File: src/rtl/led_ctrl_pkg.sv
// Shared types and decode helpers for the MusicBox LED pattern sequencer.
package led_ctrl_pkg;

  localparam int DUTY_W     = 8;
  localparam int MODE_IDX_W = 3;

  // Mode-LED index meaning "no mode LED is highlighted" (IDLE).
  localparam logic [MODE_IDX_W-1:0] MODE_LED_NONE = 3'd7;

  typedef enum logic [2:0] {
    ST_IDLE     = 3'd0,
    ST_SONG0    = 3'd1,
    ST_SONG1    = 3'd2,
    ST_PLAY_REC = 3'd3,
    ST_MAKE_REC = 3'd4,
    ST_BEE      = 3'd5
  } mb_state_e;

  // Colour enable mask: bit 0 = R, bit 1 = G, bit 2 = B (matches channel index).
  typedef logic [2:0] rgb_mask_t;

  localparam rgb_mask_t MASK_IDLE     = 3'b111;
  localparam rgb_mask_t MASK_SONG0    = 3'b010;
  localparam rgb_mask_t MASK_SONG1    = 3'b100;
  localparam rgb_mask_t MASK_PLAY_REC = 3'b110;
  localparam rgb_mask_t MASK_MAKE_REC = 3'b001;
  localparam rgb_mask_t MASK_BEE      = 3'b011;

  // Raw controller state to enum; unknown encodings behave as IDLE.
  function automatic mb_state_e decode_state(input logic [4:0] raw);
    mb_state_e s;
    case (raw)
      5'd1:    s = ST_SONG0;
      5'd2:    s = ST_SONG1;
      5'd3:    s = ST_PLAY_REC;
      5'd4:    s = ST_MAKE_REC;
      5'd5:    s = ST_BEE;
      default: s = ST_IDLE;
    endcase
    return s;
  endfunction

  function automatic rgb_mask_t state_mask(input mb_state_e s);
    rgb_mask_t m;
    case (s)
      ST_SONG0:    m = MASK_SONG0;
      ST_SONG1:    m = MASK_SONG1;
      ST_PLAY_REC: m = MASK_PLAY_REC;
      ST_MAKE_REC: m = MASK_MAKE_REC;
      ST_BEE:      m = MASK_BEE;
      default:     m = MASK_IDLE;
    endcase
    return m;
  endfunction

  // Which mode LED breathes in a given state.
  function automatic logic [MODE_IDX_W-1:0] state_mode_led(input mb_state_e s);
    logic [MODE_IDX_W-1:0] idx;
    case (s)
      ST_SONG0:    idx = 3'd0;
      ST_SONG1:    idx = 3'd1;
      ST_MAKE_REC: idx = 3'd2;
      ST_PLAY_REC: idx = 3'd3;
      ST_BEE:      idx = 3'd4;
      default:     idx = MODE_LED_NONE;
    endcase
    return idx;
  endfunction

endpackage

File: src/rtl/led_breath_gen.sv
// Tick-driven triangle generator bouncing between BREATH_MIN and BREATH_MAX.
// A synchronous clear parks it at BREATH_MIN heading up and wins over a tick.
module led_breath_gen
  import led_ctrl_pkg::*;
#(
  parameter int BREATH_MIN  = 16,
  parameter int BREATH_MAX  = 240,
  parameter int BREATH_STEP = 2
) (
  input  logic              clk,
  input  logic              rst_n,
  input  logic              tick,
  input  logic              clear,
  output logic [DUTY_W-1:0] breath
);

  logic [DUTY_W-1:0] breath_q, breath_d;
  logic              dir_down_q, dir_down_d;
  logic [DUTY_W:0]   up_sum;

  // Next breath level: clear first, otherwise one step per tick with end clamping.
  always_comb begin
    breath_d   = breath_q;
    dir_down_d = dir_down_q;
    up_sum     = {1'b0, breath_q} + (DUTY_W+1)'(BREATH_STEP);
    if (clear) begin
      breath_d   = DUTY_W'(BREATH_MIN);
      dir_down_d = 1'b0;
    end else if (tick) begin
      if (!dir_down_q) begin
        if (up_sum >= (DUTY_W+1)'(BREATH_MAX)) begin
          breath_d   = DUTY_W'(BREATH_MAX);
          dir_down_d = 1'b1;
        end else begin
          breath_d = up_sum[DUTY_W-1:0];
        end
      end else begin
        // Compare before subtracting so the level never wraps.
        if ({1'b0, breath_q} <= (DUTY_W+1)'(BREATH_MIN + BREATH_STEP)) begin
          breath_d   = DUTY_W'(BREATH_MIN);
          dir_down_d = 1'b0;
        end else begin
          breath_d = breath_q - DUTY_W'(BREATH_STEP);
        end
      end
    end
  end

  // Breath level and direction registers.
  always_ff @(posedge clk or negedge rst_n) begin
    if (!rst_n) begin
      breath_q   <= DUTY_W'(BREATH_MIN);
      dir_down_q <= 1'b0;
    end else begin
      breath_q   <= breath_d;
      dir_down_q <= dir_down_d;
    end
  end

  assign breath = breath_q;

endmodule

File: src/rtl/led_pattern_sequencer.sv
// Duty-cycle sequencer for the 6 RGB music-key LEDs and 5 mode-key LEDs:
// press flash/decay envelopes, chase in Bee mode, breathing active mode LED.
module led_pattern_sequencer
  import led_ctrl_pkg::*;
#(
  parameter int NUM_KEYS    = 6,
  parameter int NUM_MODES   = 5,
  parameter int IDLE_DUTY   = 32,
  parameter int PRESS_DUTY  = 255,
  parameter int DECAY_STEP  = 4,
  parameter int BREATH_MIN  = 16,
  parameter int BREATH_MAX  = 240,
  parameter int BREATH_STEP = 2,
  parameter int CHASE_TICKS = 150
) (
  input  logic                                     CLK_50Mhz,
  input  logic                                     reset_n,
  input  logic                                     tick_1Khz,
  input  logic [4:0]                               currentState,
  input  logic [NUM_KEYS-1:0]                      input_MusicKey,
  output logic [NUM_KEYS-1:0][2:0][DUTY_W-1:0]     musicKeys_RGBColor,
  output logic [NUM_MODES-1:0][DUTY_W-1:0]         modeKeys_RGBColor
);

  localparam int CIDX_W = (NUM_KEYS > 1) ? $clog2(NUM_KEYS) : 1;
  localparam int CNT_W  = (CHASE_TICKS > 1) ? $clog2(CHASE_TICKS) : 1;

  logic [4:0]                           state_q, state_d;
  logic [NUM_KEYS-1:0][DUTY_W-1:0]      env_q, env_d;
  logic [CIDX_W-1:0]                    chase_idx_q, chase_idx_d;
  logic [CNT_W-1:0]                     chase_cnt_q, chase_cnt_d;
  logic [NUM_KEYS-1:0][2:0][DUTY_W-1:0] music_q, music_d;
  logic [NUM_MODES-1:0][DUTY_W-1:0]     mode_q, mode_d;

  mb_state_e              cur_state;
  mb_state_e              reg_state;
  logic                   state_chg;
  logic                   key_accept;
  logic                   in_bee;
  logic [DUTY_W-1:0]      breath;
  rgb_mask_t              out_mask;
  logic [MODE_IDX_W-1:0]  out_mode_idx;

  assign cur_state    = decode_state(currentState);
  assign reg_state    = decode_state(state_q);
  assign state_chg    = (currentState != state_q);
  assign key_accept   = (cur_state == ST_IDLE) || (cur_state == ST_MAKE_REC);
  assign in_bee       = (cur_state == ST_BEE);
  assign out_mask     = state_mask(reg_state);
  assign out_mode_idx = state_mode_led(reg_state);

  // Breathing restarts on every state change and stays parked while IDLE.
  led_breath_gen #(
    .BREATH_MIN  (BREATH_MIN),
    .BREATH_MAX  (BREATH_MAX),
    .BREATH_STEP (BREATH_STEP)
  ) u_breath (
    .clk    (CLK_50Mhz),
    .rst_n  (reset_n),
    .tick   (tick_1Khz),
    .clear  (state_chg || (cur_state == ST_IDLE)),
    .breath (breath)
  );

  // Track the raw controller state so changes can be detected.
  always_comb begin
    state_d = currentState;
  end

  // Per-key envelope: press beats chase hit beats decay toward IDLE_DUTY.
  always_comb begin
    env_d = env_q;
    for (int k = 0; k < NUM_KEYS; k++) begin
      if (key_accept && input_MusicKey[k]) begin
        env_d[k] = DUTY_W'(PRESS_DUTY);
      end else if (in_bee && tick_1Khz && (chase_idx_q == CIDX_W'(k))) begin
        env_d[k] = DUTY_W'(PRESS_DUTY);
      end else if (tick_1Khz) begin
        if (env_q[k] <= DUTY_W'(IDLE_DUTY + DECAY_STEP)) begin
          env_d[k] = DUTY_W'(IDLE_DUTY);
        end else begin
          env_d[k] = env_q[k] - DUTY_W'(DECAY_STEP);
        end
      end
    end
  end

  // Chase position: restarts on state change, advances every CHASE_TICKS ticks in BEE.
  always_comb begin
    chase_idx_d = chase_idx_q;
    chase_cnt_d = chase_cnt_q;
    if (state_chg) begin
      chase_idx_d = '0;
      chase_cnt_d = '0;
    end else if (in_bee && tick_1Khz) begin
      if (chase_cnt_q == CNT_W'(CHASE_TICKS - 1)) begin
        chase_cnt_d = '0;
        chase_idx_d = (chase_idx_q == CIDX_W'(NUM_KEYS - 1)) ? '0
                                                              : chase_idx_q + CIDX_W'(1);
      end else begin
        chase_cnt_d = chase_cnt_q + CNT_W'(1);
      end
    end
  end

  // Output duties from the registered state, envelopes and breath level.
  always_comb begin
    music_d = '0;
    mode_d  = '0;
    for (int k = 0; k < NUM_KEYS; k++) begin
      for (int c = 0; c < 3; c++) begin
        music_d[k][c] = out_mask[c] ? env_q[k] : '0;
      end
    end
    for (int m = 0; m < NUM_MODES; m++) begin
      mode_d[m] = (out_mode_idx == MODE_IDX_W'(m)) ? breath : DUTY_W'(IDLE_DUTY);
    end
  end

  // All sequencer and output registers.
  always_ff @(posedge CLK_50Mhz or negedge reset_n) begin
    if (!reset_n) begin
      state_q     <= '0;
      chase_idx_q <= '0;
      chase_cnt_q <= '0;
      music_q     <= '0;
      mode_q      <= '0;
      for (int k = 0; k < NUM_KEYS; k++) begin
        env_q[k] <= DUTY_W'(IDLE_DUTY);
      end
    end else begin
      state_q     <= state_d;
      env_q       <= env_d;
      chase_idx_q <= chase_idx_d;
      chase_cnt_q <= chase_cnt_d;
      music_q     <= music_d;
      mode_q      <= mode_d;
    end
  end

  assign musicKeys_RGBColor = music_q;
  assign modeKeys_RGBColor  = mode_q;

endmodule

File: config.mk
export PLATFORM = sky130hd
export DESIGN_NAME = led_pattern_sequencer
export DESIGN_NICKNAME = d
export VERILOG_FILES = /design/src/rtl/led_ctrl_pkg.sv /design/src/rtl/led_breath_gen.sv /design/src/rtl/led_pattern_sequencer.sv
export SDC_FILE = /design/constraint.sdc
export NUM_CORES = 1
export LEC_CHECK = 0
export BUFFER_PORTS_ARGS = -buffer_cell sky130_fd_sc_hd__buf_2
export CAP_MARGIN = 25
export CORE_UTILIZATION = 48
export CTS_CLUSTER_SIZE = 12
export DETAILED_ROUTE_END_ITERATION = 8
export PLACE_DENSITY_LB_ADDON = 0.08
export SLEW_MARGIN = 5
export SYNTH_ARGS = -nofsm -noshare
export SYNTH_HDL_FRONTEND = slang
export SYNTH_SLANG_ARGS = --single-unit
File: constraint.sdc
create_clock -name CLK_50Mhz -period 2.2 [get_ports CLK_50Mhz]
set_input_delay 0.22 -clock CLK_50Mhz [delete_from_list [all_inputs] [get_ports CLK_50Mhz]]
set_output_delay 0.22 -clock CLK_50Mhz [all_outputs]
set_load 0.03 [all_outputs]
# Yosys cells after proc, flatten, opt, wreduce, memory -nomap -nowiden
# Cells that the tools add are included.
dict set report op_classes {
  n_eq_ne 28
  bitwise 0
  n_reduce_logical 28
  order_cmp 8
  shifts 0
  mul 0
  n_addsub 10
  div 0
  mux 68
}
# cell n
set op_table {}
lappend op_table {{8-bit 2-to-1 mux} 55}
lappend op_table {{3-bit one-hot mux with 5 select lines} 4}
lappend op_table {{8-bit by 6-bit less-or-equal comparator with 1-bit output (second input constant)} 6}
lappend op_table {{8-bit by 3-bit subtractor with 8-bit output (second input constant)} 6}
lappend op_table {{3-bit equality test (second input constant)} 7}
lappend op_table {{5-bit by 2-bit equality test with 1-bit output (second input constant)} 4}
lappend op_table {{5-bit by 3-bit equality test with 1-bit output (second input constant)} 4}
lappend op_table {{3-bit by 2-bit equality test with 1-bit output (second input constant)} 6}
lappend op_table {{3-bit nonzero test} 6}
lappend op_table {{1-bit logical AND} 13}
lappend op_table {{3-bit 2-to-1 mux} 4}
lappend op_table {{5-bit by 1-bit equality test with 1-bit output (second input constant)} 2}
lappend op_table {{8-bit by 2-bit adder with 9-bit output (second input constant)} 1}
lappend op_table {{3-bit by 1-bit equality test with 1-bit output (second input constant)} 3}
lappend op_table {{9-bit by 8-bit greater-or-equal comparator with 1-bit output (second input constant)} 1}
lappend op_table {{3-bit zero test} 3}
lappend op_table {{8-bit by 1-bit adder with 8-bit output (second input constant)} 1}
lappend op_table {{8-bit equality test (second input constant)} 1}
lappend op_table {{8-bit by 5-bit less-or-equal comparator with 1-bit output (second input constant)} 1}
lappend op_table {{8-bit by 2-bit subtractor with 8-bit output (second input constant)} 1}
lappend op_table {{2-bit nonzero test} 3}
lappend op_table {{1-bit 2-to-1 mux} 5}
lappend op_table {{5-bit != test} 1}
lappend op_table {{3-bit by 1-bit adder with 3-bit output (second input constant)} 1}
lappend op_table {{other kinds (2)} 3}
dict set report word_totals {
  romBits 0
  latchBits 0
  regBits 257
  memories 0
  ram_bits 0
  output_inout_bits 184
}

# Depth between registers and ports, before layout
# Gate-level depths: netlist (run 1).
dict set report logic_depth {
  depth_word 7
  depth_mapped 8
  depth_no_buf 8
}

# Cells and area by module
# From an unflattened synthesis (run 1), not the netlist that was laid out.
dict set report hier_totals {
  hier_cells 787
  hier_area_um2 9315.2
}
# mod instances seq_area_each_um2 area_per_inst_um2 cells_each
set modules_own_cells {}
lappend modules_own_cells {led_pattern_sequencer 1 5612.9 8553.2 688}
lappend modules_own_cells {led_breath_gen 1 201.4 762.0 99}

# Worst setup path before layout (run 1)
# Ideal clock, no wire load.
dict set report synth_timing {
  path_type {flip-flop to flip-flop}
  start {register u_breath.breath_q[1] (netlist: u_breath.breath[1])}
  end {register u_breath.breath_q[4] (netlist: u_breath.breath[4])}
  t_arrival_ns 1.830
  synth_period_minus_slack_ns 1.914
  path_stages_with_launch 8
  path_slack_ns 0.286
  n_path_buf 0
  t_required_ns 2.116
  cell_sequence {dfrtp_1 > ha_1 > and3_1 > nand4_1 > a32oi_1 > a311oi_2 > o21ai_1 > a311o_1}
}
dict set report synth_via {
  elab_chain_cells 6
  elab_cells_between_ends 9
  cone_classes {add/sub: 2; order compare: 2; mux: 5}
}
# item line_no
set synth_lines {}
lappend synth_lines {{start: declaration} led_breath_gen.sv:17} ;# logic [DUTY_W-1:0] breath_q, breath_d;
lappend synth_lines {{start signal: assignment} led_breath_gen.sv:52} ;# breath_q <= DUTY_W'(BREATH_MIN);
lappend synth_lines {{start signal: assignment} led_breath_gen.sv:55} ;# breath_q <= breath_d;
lappend synth_lines {{8-bit by 2-bit adder with 9-bit output} led_breath_gen.sv:25} ;# up_sum = {1'b0, breath_q} + (DUTY_W+1)'(BREATH_STEP);
lappend synth_lines {{9-bit by 8-bit greater-or-equal comparator with 1-bit output} led_breath_gen.sv:31} ;# if (up_sum >= (DUTY_W+1)'(BREATH_MAX)) begin
lappend synth_lines {{8-bit 2-to-1 mux} led_breath_gen.sv:31}
lappend synth_lines {{8-bit 2-to-1 mux *} led_breath_gen.sv:30} ;# if (!dir_down_q) begin
lappend synth_lines {{8-bit 2-to-1 mux *} led_breath_gen.sv:29} ;# end else if (tick) begin
lappend synth_lines {{8-bit 2-to-1 mux *} led_breath_gen.sv:26} ;# if (clear) begin
# Mark *: on every way between the ends. The rest lies on a longest branch, timed or not. The select of a mux whose other input is x is not followed.
# A chain may end at the register's enable or synchronous reset.

# Worst setup path after layout (run 1)
# Ends and elaborated chain as after synthesis.

==> results of run 1 <==
## metrics by stage
step / total power [W] / hold WS, ns
after floorplan: 0.005241 / -0.07559
after global placement: 0.005638 / 0.04087
after detailed placement: 0.005661 / 0.04366
after CTS: 0.009766 / 0.09470
after global routing: 0.01003 / 0.1225
final: 0.009651 / 0.1073
## worst max-delay path, cell delays in order (launching register included)
cell                       delay [ns]
sky130_fd_sc_hd__dfrtp_1         0.38
sky130_fd_sc_hd__ha_1            0.27
sky130_fd_sc_hd__and3_1          0.25
sky130_fd_sc_hd__nand4_1         0.10
sky130_fd_sc_hd__a32oi_1         0.13
sky130_fd_sc_hd__a311oi_4        0.39
sky130_fd_sc_hd__o21ai_1         0.13
sky130_fd_sc_hd__a311o_1         0.33
## sequential cells by signal (all words and copies together) (netlist names)
signal               cells
musicKeys_RGBColor     126
env_q                   42
modeKeys_RGBColor       40
chase_cnt_q              8
u_breath.breath          7
state_q                  5
chase_idx_q              3
u_breath.dir_down_q      1
## what timing repair did
item	4_1_cts	5_1_grt
hold buffers	6	0
hold endpoints to repair	230	0
gates resized for setup	0	1
endpoints found under the setup margin	0	2
## path summary, 6_finish.rpt
kind	start	to	slack, ns	cells after the start
max	u_breath.breath[1]	u_breath.breath[4]	0.15	7
min	input_MusicKey[0]	env_q[7]	0.11	4
max reg2reg	u_breath.breath[1]	u_breath.breath[4]	0.15	7
min reg2reg	env_q[8]	musicKeys_RGBColor[41]	0.49	1
max in group asynchronous	reset_n	env_q[29]	1.40	3
min in group asynchronous	reset_n	modeKeys_RGBColor[0]	0.12	2
## cells in the final DEF (no fill, tap or decap), types with 18 or more instances in the layout
cell type / count
sky130_fd_sc_hd__nor2b_1: 38
sky130_fd_sc_hd__nand2_1: 55
sky130_fd_sc_hd__nor3_1: 28
sky130_fd_sc_hd__inv_1: 20
sky130_fd_sc_hd__buf_2: 196
sky130_fd_sc_hd__nor2_1: 33
sky130_fd_sc_hd__clkbuf_16: 25
sky130_fd_sc_hd__buf_4: 29
sky130_fd_sc_hd__nand3_1: 18
sky130_fd_sc_hd__dfrtp_1: 225
sky130_fd_sc_hd__and2_1: 98
sky130_fd_sc_hd__o21ai_0: 41
## cell families (layout without fill, tap and decap cells)
group,Yosys count,in the layout,share of synthesized area
and+or+nand+nor,321,321,0.1986
DFF,232,232,0.6412
AOI/OAI and AO/OA,110,110,0.07824
buffers and inverters,71,305,0.03850
xor gates and xnor gates,18,18,0.01739
adders and majority gates,17,17,0.02346
muxes,2,2,0.002208
other,1,5,0.0004136
## cell type report
class	instances	area [um^2]	share of cell area
sequential	232	5814	0.5132
inverter	21	78.83	0.006957
timing repair buffer	238	1401	0.1237
clock buffer	41	725.7	0.06405
multi-input combinational	473	2944	0.2599
tap	229	286.5	0.02529
clock inverter	5	78.83	0.006957
## routing by layer
layer,GRT usage,vias to the layer above,share of wire
met5,0,-,0.00062
met4,0.07135,2,0.025
met3,0.03200,36,0.054
met2,0.3639,161,0.49
met1,0.2968,3198,0.43
li1,-,3023,-
## report_power, final
part	internal, W	switching, W
combinational	0.000294	0.000721
sequential	0.00447	0.0000983
clock	0.00248	0.00159
==> results.rst, run 1 <==
.. list-table::
   :header-rows: 1

   * - Metric
     - Value
   * - Row Count
     - 49
   * - Maximum clock insertion buffer count
     - 3
   * - Total negative setup slack
     - 0 ns
   * - Critical path peak fanout
     - 7
   * - Post-route clock skew
     - 0.007599 ns
   * - Most common library cells after synthesis
     - 225 x sky130_fd_sc_hd__dfrtp_1, 98 x sky130_fd_sc_hd__and2_1, 55 x sky130_fd_sc_hd__nand2_1
   * - Setup violation total in the final timing report
     - 0
   * - Via/cell ratio
     - 5.182
   * - Fraction of post-synthesis cell area in the top cell type by area
     - 0.6209
   * - Status
     - finished, final reports clean
   * - Yosys top cell by area
     - sky130_fd_sc_hd__dfrtp_1
   * - Layout cells sized above 1
     - 0.2842
   * - Global-route wire length before repair
     - 33.71 mm
   * - Number of flops mapped to enable cells by yosys
     - 0
   * - Final Cycle Share
     - 0.9298
   * - Netlist Area Pre-Place
     - ~0.009 mm^2
   * - Final Instance Count excl. Fillers
     - ~1.2k
   * - Final hold violation count
     - 0
   * - Y dimension of the die
     - around 140 um
   * - Count of warnings emitted by yosys
     - 0
   * - Aggregate global routing overflow
     - 0
   * - Library cells used by synthesis
     - 56
   * - Endpoint type of the worst setup path
     - flop
   * - ANT cells
     - 0
   * - Most frequently used cell type in the post-synthesis netlist
     - sky130_fd_sc_hd__dfrtp_1
   * - Clock period minus final worst setup slack
     - roughly 2.0 ns
   * - Post-CTS setup buffers
     - 0
   * - Routability Congestion
     - between 0.9 and 1
   * - Share of synthesized area occupied by flip-flops and latches
     - 0.6412
   * - Predominant post-synthesis flop cell
     - sky130_fd_sc_hd__dfrtp_1
   * - Register bit count reported by yosys
     - around 230
   * - Crit Path Category
     - reg -> reg
   * - Aggregate routed wire length
     - 20.82 mm
   * - Max transition margin
     - 0.4413
   * - Area Growth Syn to Fin
     - 24.95%
   * - Via count of the first global-routing pass
     - ~6.4k
   * - Number of ports placed on the die boundary
     - 198
   * - Post-detailed-route wirelength per cell
     - roughly 17 um
   * - Gate count of the mapped netlist
     - between 700 and 800
   * - Required arrival time at the worst endpoint
     - ~2.6 ns
   * - Initial detailed-routing violation count
     - 329
   * - Mean instance size in the synthesized netlist
     - roughly 12 um^2
   * - Summed area of non-filler cells in the final layout
     - around 0.011 mm^2
   * - Remaining routing DRC violations
     - 0
   * - DR pass1 iterations
     - 5
   * - Critical path startpoint category
     - flop
   * - Horizontal die dimension
     - about 140 um
   * - Max-Cap Viols
     - 0
   * - CP arrival
     - 2.48 ns
   * - Global-route usage over all layers
     - 0.2189
   * - Area of the core
     - between 0.015 and 0.02 mm^2
   * - Share of synthesized registers carrying an async set or reset
     - 1.000
   * - Effective utilization at floorplan
     - 0.4980
   * - Initial antenna violation count
     - 1
   * - Clock sink total
     - 232
   * - Worst supply voltage drop on vdd
     - 0.5114 mV
   * - Total CTS buffers
     - 25
   * - Count of input and output buffers
     - between 150 and 200
   * - Largest net degree at the start of global routing
     - 90
   * - TritonCTS clock tree
     - built
   * - DP Cell Count
     - approximately 1.2k
   * - CTS HTree Levels
     - 1
   * - Pre-CTS setup slack
     - roughly 0.044 ns
   * - Clock transition at path regs
     - about 0.06 ns
   * - Leakage power figure
     - ~4.7 nW
   * - Vias post-DR
     - between 6k and 7k
   * - Transition time at the pin with the least slew margin
     - 0.8380 ns
   * - Final core utilization
     - 0.6222
   * - Skew-Pair Late Insertion Delay
     - between 0.5 and 0.6 ns
   * - Buffer type at the clock tree root
     - sky130_fd_sc_hd__clkbuf_16
   * - Largest cells by area after synthesis
     - sky130_fd_sc_hd__dfrtp_1 62%, sky130_fd_sc_hd__and2_1 6.8%, sky130_fd_sc_hd__nor2b_1 2.6%
   * - Area of placed instances
     - about 0.010 mm^2
   * - Half-perimeter wire length after detailed placement
     - 14.48 mm
   * - Number of filler cells placed in the layout
     - about 1.5k
   * - Count of nets left with antenna violations after detail routing
     - 0
   * - Tightest Hold Check Type
     - in -> reg
   * - Power per standard cell area
     - between 800 and 900 mW/mm^2
   * - Final setup margin
     - 0.1544 ns
   * - Count of final max-slew check failures
     - 0
   * - Nets@finish
     - between 1k and 1.5k
   * - Area of the die
     - roughly 0.019 mm^2
   * - Highest achievable clock rate
     - just under 500 MHz
   * - Unrepaired setup endpoints after global routing
     - no
Power figures use the tool's default switching activity.
==> run 2, diff against run 1 <==
--- a/config.mk
+++ b/config.mk
@@ -11,6 +11,7 @@
 export CTS_CLUSTER_SIZE = 12
 export DETAILED_ROUTE_END_ITERATION = 8
 export PLACE_DENSITY_LB_ADDON = 0.08
+export RECOVER_POWER = 100
 export SLEW_MARGIN = 5
 export SYNTH_ARGS = -nofsm -noshare
 export SYNTH_HDL_FRONTEND = slang
==> results.rst, run 2 (synthesis results as in run 1) <==
.. list-table::
   :header-rows: 1

   * - Metric
     - Value
   * - Status
     - finished, final reports clean
   * - Max transition margin
     - 0.3231 (-0.1182)
   * - Critical path startpoint category
     - flop
   * - Global-route wire length before repair
     - 33.71 mm (unchanged)
   * - Via count of the first global-routing pass
     - 6380 (unchanged)
   * - Via/cell ratio
     - 5.180 (about the same)
   * - DR pass1 iterations
     - 4 (-1)
   * - Count of nets left with antenna violations after detail routing
     - 0 (unchanged)
   * - Post-detailed-route wirelength per cell
     - 16.93 um (+0.75%)
   * - Most frequent cells in the layout
     - 225 x sky130_fd_sc_hd__dfrtp_1, 211 x sky130_fd_sc_hd__clkbuf_1, 56 x sky130_fd_sc_hd__and2_1, 55 x sky130_fd_sc_hd__nand2_1, 42 x sky130_fd_sc_hd__and2_0
   * - Leakage power figure
     - 4.281 nW (-9.6%)
   * - Cell depth of the worst min-delay path
     - 4 (unchanged)
   * - Post-route clock skew
     - 0.006923 ns (-0.0006763 ns)
   * - R2R Setup Slk
     - 0.16 ns (about the same)
   * - Area of the die
     - 0.01944 mm^2 (unchanged)
   * - Number of ports placed on the die boundary
     - 198 (unchanged)
   * - TritonCTS clock tree
     - built
   * - Area Growth Syn to Fin
     - 21.25%
   * - Skew-Pair Late Insertion Delay
     - 0.51 ns (about the same)
   * - Number of filler cells placed in the layout
     - 1631 (+7.0%)
   * - Final hold violation count
     - 0 (unchanged)
   * - Flip-flop count of the largest register after layout
     - 126 (unchanged)
   * - Total negative setup slack
     - 0 ns (unchanged)
   * - Count of input and output buffers
     - 197 (unchanged)
   * - Maximum clock insertion buffer count
     - 3 (unchanged)
   * - Setup violation total in the final timing report
     - 0 (unchanged)
   * - Max-Cap Viols
     - 0 (unchanged)
   * - Effective utilization at floorplan
     - 0.4980 (unchanged)
   * - Y dimension of the die
     - 139.4 um (unchanged)
   * - Setup crit start
     - u_breath.breath[1]
   * - Clock sink total
     - 232 (unchanged)
   * - Clock period minus final worst setup slack
     - 2.042 ns (-0.003388 ns)
   * - Highest achievable clock rate
     - 489.7 MHz (+0.17%)
   * - Buffer type at the clock tree root
     - sky130_fd_sc_hd__clkbuf_16
   * - Hold Startpoint
     - input_MusicKey[0]
   * - Transition time at the pin with the least slew margin
     - 1.015 ns (+0.1775 ns)
   * - Largest net degree at the start of global routing
     - 90 (unchanged)
   * - Cell at the slowest stage of the critical path
     - sky130_fd_sc_hd__dfrtp_1
   * - Row Count
     - 49 (unchanged)
   * - Worst R2R Path Depth
     - 7 (unchanged)
   * - Clock transition at path regs
     - 0.06 ns (about the same)
   * - Half-perimeter wire length after detailed placement
     - 14.48 mm (unchanged)
   * - Tightest Hold Check Type
     - in -> reg
   * - Remaining routing DRC violations
     - 0 (unchanged)
   * - Global-route usage over all layers
     - 0.2189 (unchanged)
   * - Post-CTS setup buffers
     - 0 (unchanged)
   * - Worst path max stage delay
     - 0.38 ns (about the same)
   * - Worst reg2reg path startpoint
     - u_breath.breath[1]
   * - Crit-path leading delay family
     - compound AO/OA/AOI/OAI gates
   * - Aggregate global routing overflow
     - 0 (unchanged)
   * - Routability Congestion
     - 0.9130 (unchanged)
   * - Aggregate routed wire length
     - 20.97 mm (+0.75%)
   * - Buffers plus inverters on the worst setup path
     - 0 (unchanged)
   * - Crit Path Category
     - reg -> reg
   * - Area of the core
     - 0.01821 mm^2 (unchanged)
   * - Endpoint type of the worst setup path
     - flop
   * - ANT cells
     - 0 (unchanged)
   * - Initial detailed-routing violation count
     - 364 (+11%)
   * - Most common cell after layout, fill and taps aside
     - sky130_fd_sc_hd__dfrtp_1
   * - CP arrival
     - 2.47 ns (about the same)
   * - Layout cells sized above 1
     - 0.08218 (-0.2020)
   * - Worst supply voltage drop on vdd
     - 0.5008 mV (-2.1%)
   * - Final Cycle Share
     - 0.9283 (-0.001540)
   * - Horizontal die dimension
     - 139.4 um (unchanged)
   * - CTS HTree Levels
     - 1 (unchanged)
   * - Worst path cell trace
     - ha_1 > and3_1 > nand4_1 > a32oi_1 > a311oi_4 > o21ai_1 > a311o_1
   * - Vias post-DR
     - 6418 (-0.031%)
   * - Final core utilization
     - 0.6038 (-0.01841)
   * - Power per standard cell area
     - 871.6 mW/mm^2 (+2.3%)
   * - Count of final max-slew check failures
     - 0 (unchanged)
   * - Total CTS buffers
     - 25 (unchanged)
   * - Unrepaired setup endpoints after global routing
     - no
   * - Critical path peak fanout
     - 7 (unchanged)
   * - Nets@finish
     - 1022 (unchanged)
   * - Required arrival time at the worst endpoint
     - 2.63 ns (about the same)
   * - Initial antenna violation count
     - 1 (unchanged)
   * - Crit path depth
     - 7 (unchanged)
==> run 2: cell types whose count changed in the layout (fill, tap and decap cells not counted), sizes merged <==
cell	change
clkbuf	+202
buf	-202
==> run 2: worst paths after layout <==
kind,endpoint
setup / recovery,u_breath.breath[4]
hold / removal,env_q[7]
setup reg to reg,u_breath.breath[4]
hold reg to reg,musicKeys_RGBColor[41]
max in group asynchronous,musicKeys_RGBColor[65]
min in group asynchronous,modeKeys_RGBColor[0]
==> run 2: layout make-up <==
class                   instances  area (um^2)  share of cell area
clock buffers                  41        725.7             0.06601
flip-flops and latches        232         5814              0.5288
inverters                      21        78.83            0.007170
repair buffers                238         1102              0.1003
multi-input cells             473         2908              0.2645
clock inverters                 5        78.83            0.007170
well taps                     229        286.5             0.02606
==> run 2: repair_timing <==
item,CTS,global route
hold buffers,6,0
gates resized for setup,0,1
endpoints found under the hold margin,230,0
setup endpoints to repair,0,2
==> run 2: worst reg2reg max path: cells and delay by family, from the launching register on <==
family	cells	cell delay [ns]
compound gates	4	0.97
fa+ha+maj	1	0.27
flops	1	0.38
simple gates	2	0.35
==> run 2: per-stage QoR <==
| step | area [um^2] | power, W | hold slack [ns] | std cells | setup slack [ns] |
|---|---|---|---|---|---|
| 2_1_floorplan | 9082 | 0.005241 | -0.07559 | 776 | 0.2859 |
| 3_3_place_gp | 10430 | 0.005638 | 0.04087 | 1186 | 0.05255 |
| 3_5_place_dp | 10450 | 0.005661 | 0.04366 | 1187 | 0.04443 |
| 4_1_cts | 11320 | 0.009766 | 0.09470 | 1239 | 0.03279 |
| 5_1_grt | 10990 | 0.009971 | 0.1316 | 1239 | 0.006466 |
| 6_report | 10990 | 0.009583 | 0.1075 | 1239 | 0.1578 |
==> run 2: where the power goes <==
| part | internal (W) | switching [W] | total [W] |
|---|---|---|---|
| clock network | 0.00248 | 0.00159 | 0.00407 |
| registers | 0.00447 | 0.000104 | 0.00457 |
| logic | 0.000227 | 0.000720 | 0.000947 |
| total | 0.00717 | 0.00241 | 0.00958 |
==> run 2: layer usage <==
metal  vias to the layer above  global-route usage  wire length (um)
li1                       3014                   -                 -
met1                      3202              0.2968              9109
met2                       164              0.3639             10260
met3                        36             0.03200              1097
met4                         2             0.07135               493
met5                         -                   0                13
==> run 3, diff against run 2 <==
--- a/config.mk
+++ b/config.mk
@@ -11,7 +11,7 @@
 export CTS_CLUSTER_SIZE = 12
 export DETAILED_ROUTE_END_ITERATION = 8
 export PLACE_DENSITY_LB_ADDON = 0.08
-export RECOVER_POWER = 100
+export RECOVER_POWER = 25
 export SLEW_MARGIN = 5
 export SYNTH_ARGS = -nofsm -noshare
 export SYNTH_HDL_FRONTEND = slang
==> results.rst, run 3 (synthesis results as in run 1) <==
.. list-table::
   :header-rows: 1

   * - Metric
     - Value
   * - Max transition margin
     - 0.4189 (+0.09581)
   * - Highest achievable clock rate
     - 488.9 MHz (-0.16%)
   * - Status
     - finished, final reports clean
   * - Post-route clock skew
     - 0.007425 ns (+0.0005021 ns)
   * - Initial detailed-routing violation count
     - 328 (-9.9%)
   * - Clock sink total
     - 232 (unchanged)
   * - Initial antenna violation count
     - 1 (unchanged)
   * - Number of filler cells placed in the layout
     - 1531 (-6.1%)
   * - Total area of sequential cells
     - 0.005814 mm^2 (unchanged)
   * - Aggregate global routing overflow
     - 0 (unchanged)
   * - DR pass1 iterations
     - 5 (+1)
   * - Global-route wire length before repair
     - 33.71 mm (unchanged)
   * - Count of nets left with antenna violations after detail routing
     - 0 (unchanged)
   * - Worst path cell trace
     - ha_1 > and3_1 > nand4_1 > a32oi_1 > a311oi_4 > o21ai_1 > a311o_1
   * - Clock period minus final worst setup slack
     - 2.045 ns (+0.003180 ns)
   * - Unrepaired setup endpoints after global routing
     - no
   * - Effective utilization at floorplan
     - 0.4980 (unchanged)
   * - Worst slack on hold paths
     - 0.1071 ns (-0.0003750 ns)
   * - Count of input and output buffers
     - 197 (unchanged)
   * - Pre-CTS setup slack
     - 0.04443 ns (unchanged)
   * - Post-CTS setup buffers
     - 0 (unchanged)
   * - TritonCTS clock tree
     - built
   * - Area of the die
     - 0.01944 mm^2 (unchanged)
   * - Maximum clock insertion buffer count
     - 3 (unchanged)
   * - Final hold violation count
     - 0 (unchanged)
   * - Area taken by multi-input logic gates
     - 0.002944 mm^2 (+1.2%)
   * - Via count of the first global-routing pass
     - 6380 (unchanged)
   * - Area of placed instances
     - 0.01045 mm^2 (unchanged)
   * - Worst supply voltage drop on vdd
     - 0.5107 mV (+2.0%)
   * - Global-route usage over all layers
     - 0.2189 (unchanged)
   * - Cell at the slowest stage of the critical path
     - sky130_fd_sc_hd__a311oi_4
   * - Area of the core
     - 0.01821 mm^2 (unchanged)
   * - Buffer type at the clock tree root
     - sky130_fd_sc_hd__clkbuf_16
   * - Post-detailed-route wirelength per cell
     - 16.80 um (-0.76%)
   * - Via/cell ratio
     - 5.185 (about the same)
   * - Skew-Pair Late Insertion Delay
     - 0.51 ns (about the same)
   * - Routability Congestion
     - 0.9130 (unchanged)
   * - Half-perimeter wire length after detailed placement
     - 14.48 mm (unchanged)
   * - Nets@finish
     - 1022 (unchanged)
   * - Crit Path Category
     - reg -> reg
   * - Final setup margin
     - 0.1546 ns (-0.003180 ns)
   * - Power per standard cell area
     - 853.5 mW/mm^2 (-2.1%)
   * - Critical path peak fanout
     - 7 (unchanged)
   * - Required arrival time at the worst endpoint
     - 2.63 ns (about the same)
   * - Remaining routing DRC violations
     - 0 (unchanged)
   * - Total negative setup slack
     - 0 ns (unchanged)
   * - Setup crit start
     - u_breath.breath[1]
   * - Endpoint type of the worst setup path
     - flop
   * - Hold Startpoint
     - input_MusicKey[0]
   * - Layout cells sized above 1
     - 0.2782 (+0.1960)
   * - Worst reg2reg path startpoint
     - u_breath.breath[1]
   * - Clock transition at path regs
     - 0.06 ns (about the same)
   * - Aggregate routed wire length
     - 20.81 mm (-0.76%)
   * - Final core utilization
     - 0.6206 (+0.01677)
   * - Number of ports placed on the die boundary
     - 198 (unchanged)
   * - Horizontal die dimension
     - 139.4 um (unchanged)
   * - Transition time at the pin with the least slew margin
     - 0.8717 ns (-0.1437 ns)
   * - Setup violation total in the final timing report
     - 0 (unchanged)
   * - Tightest Hold Check Type
     - in -> reg
   * - Total CTS buffers
     - 25 (unchanged)
   * - CTS HTree Levels
     - 1 (unchanged)
   * - Most frequent cells in the layout
     - 225 x sky130_fd_sc_hd__dfrtp_1, 191 x sky130_fd_sc_hd__buf_2, 98 x sky130_fd_sc_hd__and2_1, 55 x sky130_fd_sc_hd__nand2_1, 41 x sky130_fd_sc_hd__o21ai_0
   * - Summed area of non-filler cells in the final layout
     - 0.01130 mm^2 (+2.8%)
   * - Worst path max stage delay
     - 0.39 ns (about the same)
   * - Max-Cap Viols
     - 0 (unchanged)
   * - Y dimension of the die
     - 139.4 um (unchanged)
   * - Row Count
     - 49 (unchanged)
   * - Flip-flop count of the largest register after layout
     - 126 (unchanged)
   * - Critical path startpoint category
     - flop
   * - Count of final max-slew check failures
     - 0 (unchanged)
   * - Most common cell after layout, fill and taps aside
     - sky130_fd_sc_hd__dfrtp_1
   * - Leakage power figure
     - 4.712 nW (+10%)
   * - Vias post-DR
     - 6424 (+0.093%)
   * - Area Growth Syn to Fin
     - 24.62%
   * - Final Cycle Share
     - 0.9297 (+0.001445)
   * - Largest net degree at the start of global routing
     - 90 (unchanged)
   * - CP arrival
     - 2.48 ns (about the same)
   * - ANT cells
     - 0 (unchanged)
run 3: power by group:
| part | leakage [nW] | switching (W) | internal [W] |
|---|---|---|---|
| Clock | 0.392 | 0.00159 | 0.00248 |
| Combinational | 1.87 | 0.000720 | 0.000287 |
| Sequential | 2.45 | 0.0000983 | 0.00447 |
run 3: metrics by stage:
stage / cells / power, W
after floorplan: 776 / 0.005241
after global placement: 1186 / 0.005638
after detailed placement: 1187 / 0.005661
after CTS: 1239 / 0.009766
after global routing: 1239 / 0.01003
final: 1239 / 0.009644
run 3: cell type report:
type	instances	share of cell area
clock buffers	41	0.06422
well taps	229	0.02536
clock inverters	5	0.006976
repair buffers	238	0.1214
flip-flops and latches	232	0.5146
multi-input cells	473	0.2605
inverters	21	0.006976
run 3: what timing repair did:
action / 4_1_cts / 5_1_grt
endpoints found under the setup margin: 0 / 2
hold endpoints to repair: 230 / 0
gates resized for setup: 0 / 1
hold buffers: 6 / 0
run 3: metal layers:
metal	routed length (um)	vias to the layer above	track usage
li1	-	3022	-
met5	13	-	0
met2	10240	170	0.3639
met4	518	2	0.07135
met1	8903	3194	0.2968
met3	1137	36	0.03200
run 3: path summary, 6_finish.rpt:
kind	endpoint	slack (ns)	cells after the start
setup / recovery	u_breath.breath[4]	0.15	7
hold reg to reg	musicKeys_RGBColor[41]	0.49	1
min in group asynchronous	modeKeys_RGBColor[0]	0.35	2
max in group asynchronous	musicKeys_RGBColor[65]	0.49	3
setup reg to reg	u_breath.breath[4]	0.15	7
hold / removal	env_q[7]	0.11	4
run 3: critical path: cells and delay by family, from the launching register on:
family | cells | cell delay [ns]
AO/OA/AOI/OAI | 4 | 0.98
adder cells (fa/ha/maj) | 1 | 0.27
flip-flops | 1 | 0.38
AND/OR/NAND/NOR | 2 | 0.35
